--- src/rtl/reg_stack_ctrl.sv ---
// Operand-stack controller: runs an external 8x8 register file as an 8-deep LIFO.
// It executes one command per handshake. SWAP takes two cycles: two writes through the single write port.
module reg_stack_ctrl (
  input  logic       clock,
  input  logic       reset,
  input  logic       cmd_valid,
  output logic       cmd_ready,
  input  logic [2:0] cmd_op,
  input  logic [7:0] cmd_data,
  input  logic [7:0] alu_result,
  output logic [7:0] top_data,
  output logic [7:0] second_data,
  output logic [3:0] depth,
  output logic       empty,
  output logic       full,
  output logic       err_overflow,
  output logic       err_underflow,
  output logic [2:0] rf_re_sel_a,
  output logic [2:0] rf_re_sel_b,
  input  logic [7:0] rf_re_data_a,
  input  logic [7:0] rf_re_data_b,
  output logic [2:0] rf_wr_sel,
  output logic [7:0] rf_wr_data,
  output logic       rf_wr_en
);

  localparam logic [2:0] OP_NOP   = 3'd0;
  localparam logic [2:0] OP_PUSH  = 3'd1;
  localparam logic [2:0] OP_POP   = 3'd2;
  localparam logic [2:0] OP_DUP   = 3'd3;
  localparam logic [2:0] OP_SWAP  = 3'd4;
  localparam logic [2:0] OP_OVER  = 3'd5;
  localparam logic [2:0] OP_BINOP = 3'd6;
  localparam logic [2:0] OP_CLEAR = 3'd7;

  typedef enum logic {IDLE, SWAP2} state_t;

  state_t     state, state_nxt;
  logic [7:0] hold;
  logic [2:0] top_sel, sec_sel, push_sel;
  logic       accept, underflow, overflow, exec;

  assign top_sel  = depth[2:0] - 3'd1;
  assign sec_sel  = depth[2:0] - 3'd2;
  assign push_sel = depth[2:0];

  assign rf_re_sel_a = top_sel;
  assign rf_re_sel_b = sec_sel;
  assign top_data    = rf_re_data_a;
  assign second_data = rf_re_data_b;
  assign empty       = (depth == 4'd0);
  assign full        = (depth == 4'd8);

  assign accept = cmd_valid && cmd_ready;

  always_comb begin
    underflow = 1'b0;
    overflow  = 1'b0;
    case (cmd_op)
      OP_POP:                     underflow = (depth == 4'd0);
      OP_DUP: begin
        underflow = (depth == 4'd0);
        overflow  = full;
      end
      OP_SWAP, OP_BINOP:          underflow = (depth < 4'd2);
      OP_OVER: begin
        underflow = (depth < 4'd2);
        overflow  = full;
      end
      OP_PUSH:                    overflow  = full;
      default: ;
    endcase
  end

  // An erroring command is consumed without side effects other than its flag.
  assign exec = accept && !underflow && !overflow;

  always_ff @(posedge clock or posedge reset) begin
    if (reset) state <= IDLE;
    else       state <= state_nxt;
  end

  always_comb begin
    state_nxt = state;
    case (state)
      IDLE:    if (exec && cmd_op == OP_SWAP) state_nxt = SWAP2;
      SWAP2:   state_nxt = IDLE;
      default: state_nxt = IDLE;
    endcase
  end

  always_comb begin
    cmd_ready  = (state == IDLE);
    rf_wr_en   = 1'b0;
    rf_wr_sel  = push_sel;
    rf_wr_data = cmd_data;
    case (state)
      IDLE: if (exec) begin
        case (cmd_op)
          OP_PUSH: rf_wr_en = 1'b1;
          OP_DUP: begin
            rf_wr_en   = 1'b1;
            rf_wr_data = rf_re_data_a;
          end
          OP_OVER: begin
            rf_wr_en   = 1'b1;
            rf_wr_data = rf_re_data_b;
          end
          OP_BINOP: begin
            rf_wr_en   = 1'b1;
            rf_wr_sel  = sec_sel;
            rf_wr_data = alu_result;
          end
          OP_SWAP: begin
            rf_wr_en   = 1'b1;
            rf_wr_sel  = sec_sel;
            rf_wr_data = rf_re_data_a;
          end
          default: ;
        endcase
      end
      SWAP2: begin
        rf_wr_en   = 1'b1;
        rf_wr_sel  = top_sel;
        rf_wr_data = hold;
      end
      default: ;
    endcase
    // Reset aborts a pending SWAP write immediately, not at the next edge.
    if (reset) rf_wr_en = 1'b0;
  end

  always_ff @(posedge clock or posedge reset) begin
    if (reset) begin
      depth <= 4'd0;
    end else if (exec) begin
      case (cmd_op)
        OP_PUSH, OP_DUP, OP_OVER: depth <= depth + 4'd1;
        OP_POP, OP_BINOP:         depth <= depth - 4'd1;
        OP_CLEAR:                 depth <= 4'd0;
        default: ;
      endcase
    end
  end

  always_ff @(posedge clock or posedge reset) begin
    if (reset)                          hold <= 8'd0;
    else if (exec && cmd_op == OP_SWAP) hold <= rf_re_data_b;
  end

  always_ff @(posedge clock or posedge reset) begin
    if (reset) begin
      err_overflow  <= 1'b0;
      err_underflow <= 1'b0;
    end else if (accept) begin
      if (cmd_op == OP_CLEAR) begin
        err_overflow  <= 1'b0;
        err_underflow <= 1'b0;
      end else if (underflow) begin
        err_underflow <= 1'b1;
      end else if (overflow) begin
        err_overflow  <= 1'b1;
      end
    end
  end

endmodule
--- config.mk ---
export PLATFORM = sky130hd
export DESIGN_NAME = reg_stack_ctrl
export DESIGN_NICKNAME = d
export VERILOG_FILES = /design/src/rtl/reg_stack_ctrl.sv
export SDC_FILE = /design/constraint.sdc
export NUM_CORES = 1
export LEC_CHECK = 0
export BUFFER_PORTS_ARGS = -buffer_cell sky130_fd_sc_hd__buf_2
export CAP_MARGIN = 20
export CORE_AREA = 2 2 51 76
export DETAILED_ROUTE_END_ITERATION = 8
export DIE_AREA = 0 0 53 78
export GPL_TIMING_DRIVEN = 0
export PLACE_DENSITY = 0.81
export SYNTH_ARGS = -nofsm -noshare
export SYNTH_HDL_FRONTEND = slang
export SYNTH_SLANG_ARGS = --single-unit
--- constraint.sdc ---
create_clock -name clock -period 2.3 [get_ports clock]
set_input_delay 0.345 -clock clock [delete_from_list [all_inputs] [get_ports clock]]
set_output_delay 0.345 -clock clock [all_outputs]
set_load 0.01 [all_outputs]
Yosys cells after proc, flatten, opt, wreduce, memory -nomap -nowiden
Cells that the tools add are included.
- bits in registers: 15
- bits of input ports: 38
- output and inout port bits: 43
- logic and storage cells: 60
- add/subtract/negate cells: 4
- magnitude comparators: 1
- equal/unequal tests: 9
- muxes and demuxes: 20
- bitwise operators: 1
- reductions and logical operators: 20
- operators by type and width (operator ; number):
    8-bit one-hot mux with 3 select lines ; 1
    8-bit one-hot mux with 2 select lines ; 1
    3-bit equality test, second input constant ; 4
    4-bit one-hot mux with 3 select lines ; 1
    1-bit 2-to-1 mux ; 10
    8-bit 2-to-1 mux ; 1
    2-bit OR reduction ; 4
    3-bit by 2-bit equality test with 1-bit output, second input constant ; 2
    3-bit 2-to-1 mux ; 2
    1-bit one-hot mux with 2 select lines ; 3
    3-bit one-hot mux with 2 select lines ; 1
    3-bit OR reduction ; 2
    5-bit OR reduction ; 1
    4-bit by 1-bit adder with 4-bit output, second input constant ; 1
    4-bit equality test, second input constant ; 1
    1-bit logical AND ; 4
    4-bit logical NOT ; 1
    4-bit by 2-bit < comparator with 1-bit output, second input constant ; 1
    2-bit AND reduction ; 2
    2-bit nonzero test ; 2
    4-bit by 1-bit subtractor with 4-bit output, second input constant ; 1
    3-bit by 1-bit equality test with 1-bit output, second input constant ; 1
    3-bit AND reduction ; 1
    3-bit nonzero test ; 1
    other kinds (5) ; 6

Depth between registers and ports, before layout
- word-level depth: 9
- mapped depth: 9
- depth with buffers taken out: 7

Worst setup path before layout
Ideal clock, no wire load.
- kind: reg2out
- start point: register depth[1]
- end point: output rf_wr_sel[2]
- arrival time: 1.948 ns
- data required time: 1.955 ns
- path slack: 0.007 ns
- cell stages (with the launch flop): 7
- buffers on the path: 0
- path through: dfrtp_1 -> inv_1 -> ha_1 -> a32o_2 -> a2111oi_2 -> a22oi_1 -> xnor2_1
- longest elaborated chain between the ends: 7
- elaborated cells between the ends (all ways): 14
- classes of those cells: add/sub: 2; order compare: 1; eq/ne: 1; mux: 5; reduce/logical: 5
- RTL lines (item ; line ; source):
    start: declaration ; 13 ; output logic [3:0] depth,
    start signal: assignment ; 138 ; OP_PUSH, OP_DUP, OP_OVER: depth <= depth + 4'd1;
    start signal: assignment ; 139 ; OP_POP, OP_BINOP: depth <= depth - 4'd1;
    4-bit by 2-bit < comparator with 1-bit output / 4-bit logical NOT (equally long branches) ; n/a ;
    1-bit one-hot mux with 2 select lines ; 59 ; case (cmd_op)
    1-bit logical NOT ; 76 ; assign exec = accept && !underflow && !overflow;
    1-bit logical AND (2 in series) ; 76 ;
    3-bit 2-to-1 mux ; 98 ; IDLE: if (exec) begin
    3-bit one-hot mux with 2 select lines * ; 97 ; case (state)
    end: declaration ; 22 ; output logic [2:0] rf_wr_sel,
Every way passes the cells marked *; elsewhere a longest branch is shown, timed or not.

Worst setup path in the final report
- start point: register depth[1]
- end point: output rf_wr_sel[1]
The elaborated chain is that of the path after synthesis.

==> results.toml <==
[clock_tree]
clk_latency_ns = 0.25
numCtsBuffers = 3
htreeDepth = 1
hold_buffers = 0
cts_root_buf = "clkbuf_8"
clock-sinks = 15
clockBufferDepth = 2
clkTransAtPathRegs_ns = 0.06
cts_tree = "yes"

[drt]
met1_length_um = 1770
postRouteAntennaNets = 0
drc = 0
wl_per_cell_um = 15.1
via_per_inst = 5.33
highest_layer = "met4"
drt_iter0_drc = 78
wirelength_um = 4630
detailroute.via_count = 1635
first_pass_iters = 4
dr_wl_met3_um = 239
met2_length_um = 2530

[critical_path]
critPathSlowestCell = "dfrtp_2"
critical_path_class = "reg -> out"
cp_num_buf_inv = 3
crit_family = "compound AO/OA/AOI/OAI gates"
crit_chain = "inv_4 -> ha_4 -> a32o_2 -> a2111oi_4 -> buf_4 -> xnor2_1 -> mux2i_1 -> buf_2"
reg2reg_slack_ns = 0.19
cp.required_ns = 1.96
cp_slowest_stage_delay_ns = 0.39
r2r_end = "hold[1]"
reg2reg_from = "depth[1]"
reg2reg_depth = 8
crit_path_start_kind = "flip-flop"
endpoint_kind = "output pin"
worstPathMaxFanout = 3
cp.arrival_ns = 1.95
critPathLaunch = "depth[1]"

[pwr]
p_int_mw = 1.14
power_mw = 1.94
cellLeakagePower_nw = 1.11
p_sw_mw = 0.808
cellPowerDensity_nw_per_um2 = 883
p_comb_frac = 0.637
seqPwrFrac = 0.253
clock_power_share = 0.111
irDropWorstVdd_mv = 0.668
switching_share = 0.416

[placed_design]
place_congestion = 0.775
pre_cts_ws_ns = -0.163
hpwl_um = 3250
place_area_um2 = 1990
io_buffers = 78

[synth]
synth_seq_area_share = 0.243
synth_area_per_cell_um2 = 8.93
synth.ff_latch_count = 15
ys_dominant_reg_cell = "dfrtp_1"
ys_async_sr_fraction = 1.00
ys.warnings.count = 0
yosys.cell_types.count = 42
synth_nets = 215
synthCells = 173
synth_edf_count = 0
syn-cell-area_um2 = 1550

[sta]
rsz0062_at_grt = "true"
setup_viol = 0
fin_hold_ws_ns = 0.154
drv_slew = 0
setup_slack_ns = 0.00841
hold_viol_final = 0
post-route-period-util = 0.996
maxSlewHeadroom = 0.611
period_needed_ns = 2.29
max_freq_mhz = 436
tightest_slew_ns = 0.583
finClkSkew_ns = 0.00255

[global_routing]
gr-total-overflow = 0
grt_pass1_vias = 1662
grt_max_degree = 16
antenna_found_initial = 0
grtUsageTotal = 0.228
grt_pass1_wl_um = 7180

[run]
maxCapViolations = 0

[finish]
fill_cells = 295
final_common_cell = "buf_2"
final_cell_mix = "buf_2 (79), buf_4 (26), mux2i_1 (18)"
diodes = 0
area_delta_synth_final_pct = 42.5
fin_area_um2 = 2200
nNetsFinal = 308
post_route_cells_drive_above_1_share = 0.540

[hold_path]
min_path_type = "in -> async"

[floorplan]
rows = 26
core_um2 = 3420
initial_core_util = 0.452
die_h_um = 78
die_area_um2 = 4130
die_x_um = 53
pin_count = 81

[run_status]
status = "completed"
==> state kept, by name, indices dropped and copies added (netlist names) <==
signal / count
depth: 4
err_overflow: 1
state: 1
hold: 8
err_underflow: 1
==> power groups by stage <==
stage	Clock, mW	Combinational, mW	Sequential, mW
floorplan	0	0.672	0.474
global placement	0	0.997	0.470
detailed placement	0	1.03	0.473
CTS	0.222	1.21	0.486
global route	0.232	1.35	0.507
finish	0.215	1.24	0.491
==> worst register-to-register path: cells and delay by family, from the launching register on <==
kind                       cells  cell delay, ns
AOI/OAI and AO/OA              2            0.48
DFF                            1            0.39
adders and majority gates      1            0.16
buffers and inverters          3            0.41
and+or+nand+nor                1            0.24
muxes                          1            0.31
==> layout make-up <==
type / instances / area, um^2 / area share
clock buffer: 3 / 41.3 / 0.0188
clock inverter: 1 / 5.00 / 0.00227
sequential: 15 / 379 / 0.172
timing repair buffer: 89 / 502 / 0.228
multi-input combinational: 120 / 987 / 0.448
buffer: 26 / 189 / 0.0858
tap: 42 / 52.6 / 0.0239
inverter: 11 / 46.3 / 0.0210
==> synthesized netlist by cell type (all sizes together), types with 2 or more instances <==
| cell | instances | area, um^2 |
|---|---|---|
| mux2 | 9 | 131 |
| o22ai | 8 | 50.1 |
| a21oi | 5 | 47.5 |
| buf | 23 | 178 |
| o21ai | 13 | 65.1 |
| nor3b | 2 | 20.0 |
| ha | 3 | 37.5 |
| inv | 10 | 37.5 |
| a22oi | 9 | 67.6 |
| mux2i | 18 | 180 |
| a31oi | 2 | 12.5 |
| nor2b | 5 | 38.8 |
| dfrtp | 15 | 375 |
| nand2 | 14 | 52.6 |
| xor2 | 3 | 26.3 |
| clkbuf | 4 | 15.0 |
| xnor2 | 3 | 26.3 |
| a32o | 2 | 21.3 |
| nor2 | 10 | 37.5 |
| nand3 | 2 | 10.0 |
==> metal layers <==
metal | vias to the layer above | track usage
li1 | 781 | -
met1 | 773 | 0.235
met2 | 74 | 0.444
met3 | 7 | 0.0173
met4 | 0 | 0.0872
met5 | - | 0
==> through the flow <==
stage	utilization	cells	TNS, ns
CTS	0.635	305	-0.0394
detailed placement	0.582	293	-1.46
floorplan	-	173	0
finish	0.645	307	0
global route	0.645	307	-0.168
global placement	0.582	293	-1.19
==> cell families (layout without fill, tap and decap cells) <==
kind of cell | after synthesis | after routing | share of synthesized area
flip-flops | 15 | 15 | 0.243
AND/OR/NAND/NOR | 38 | 38 | 0.126
AO/OA/AOI/OAI | 45 | 45 | 0.207
adder cells (fa/ha/maj) | 4 | 4 | 0.0373
buffers and inverters | 38 | 130 | 0.151
XOR/XNOR | 6 | 6 | 0.0340
multiplexers | 27 | 27 | 0.202
==> what timing repair did <==
| item | CTS | global route |
|---|---|---|
| setup endpoints to repair | 11 | 9 |
| pin swaps | 5 | 1 |
| endpoints found under the hold margin | 0 | 0 |
| resized for setup | 13 | 5 |
| setup buffers | 9 | 3 |
==> worst max path at each step <==
stage | to | slack (ns) | cells after the start
after floorplan | rf_wr_sel[2] | 0.007 | 6
after global placement | rf_wr_data[6] | -0.15 | 8
after detailed placement | rf_wr_data[1] | -0.16 | 8
after CTS | rf_wr_sel[2] | -0.04 | 7
after global routing | rf_wr_sel[1] | -0.06 | 8
final | rf_wr_sel[1] | 0.008 | 8
(Power assumes the default switching activity.)
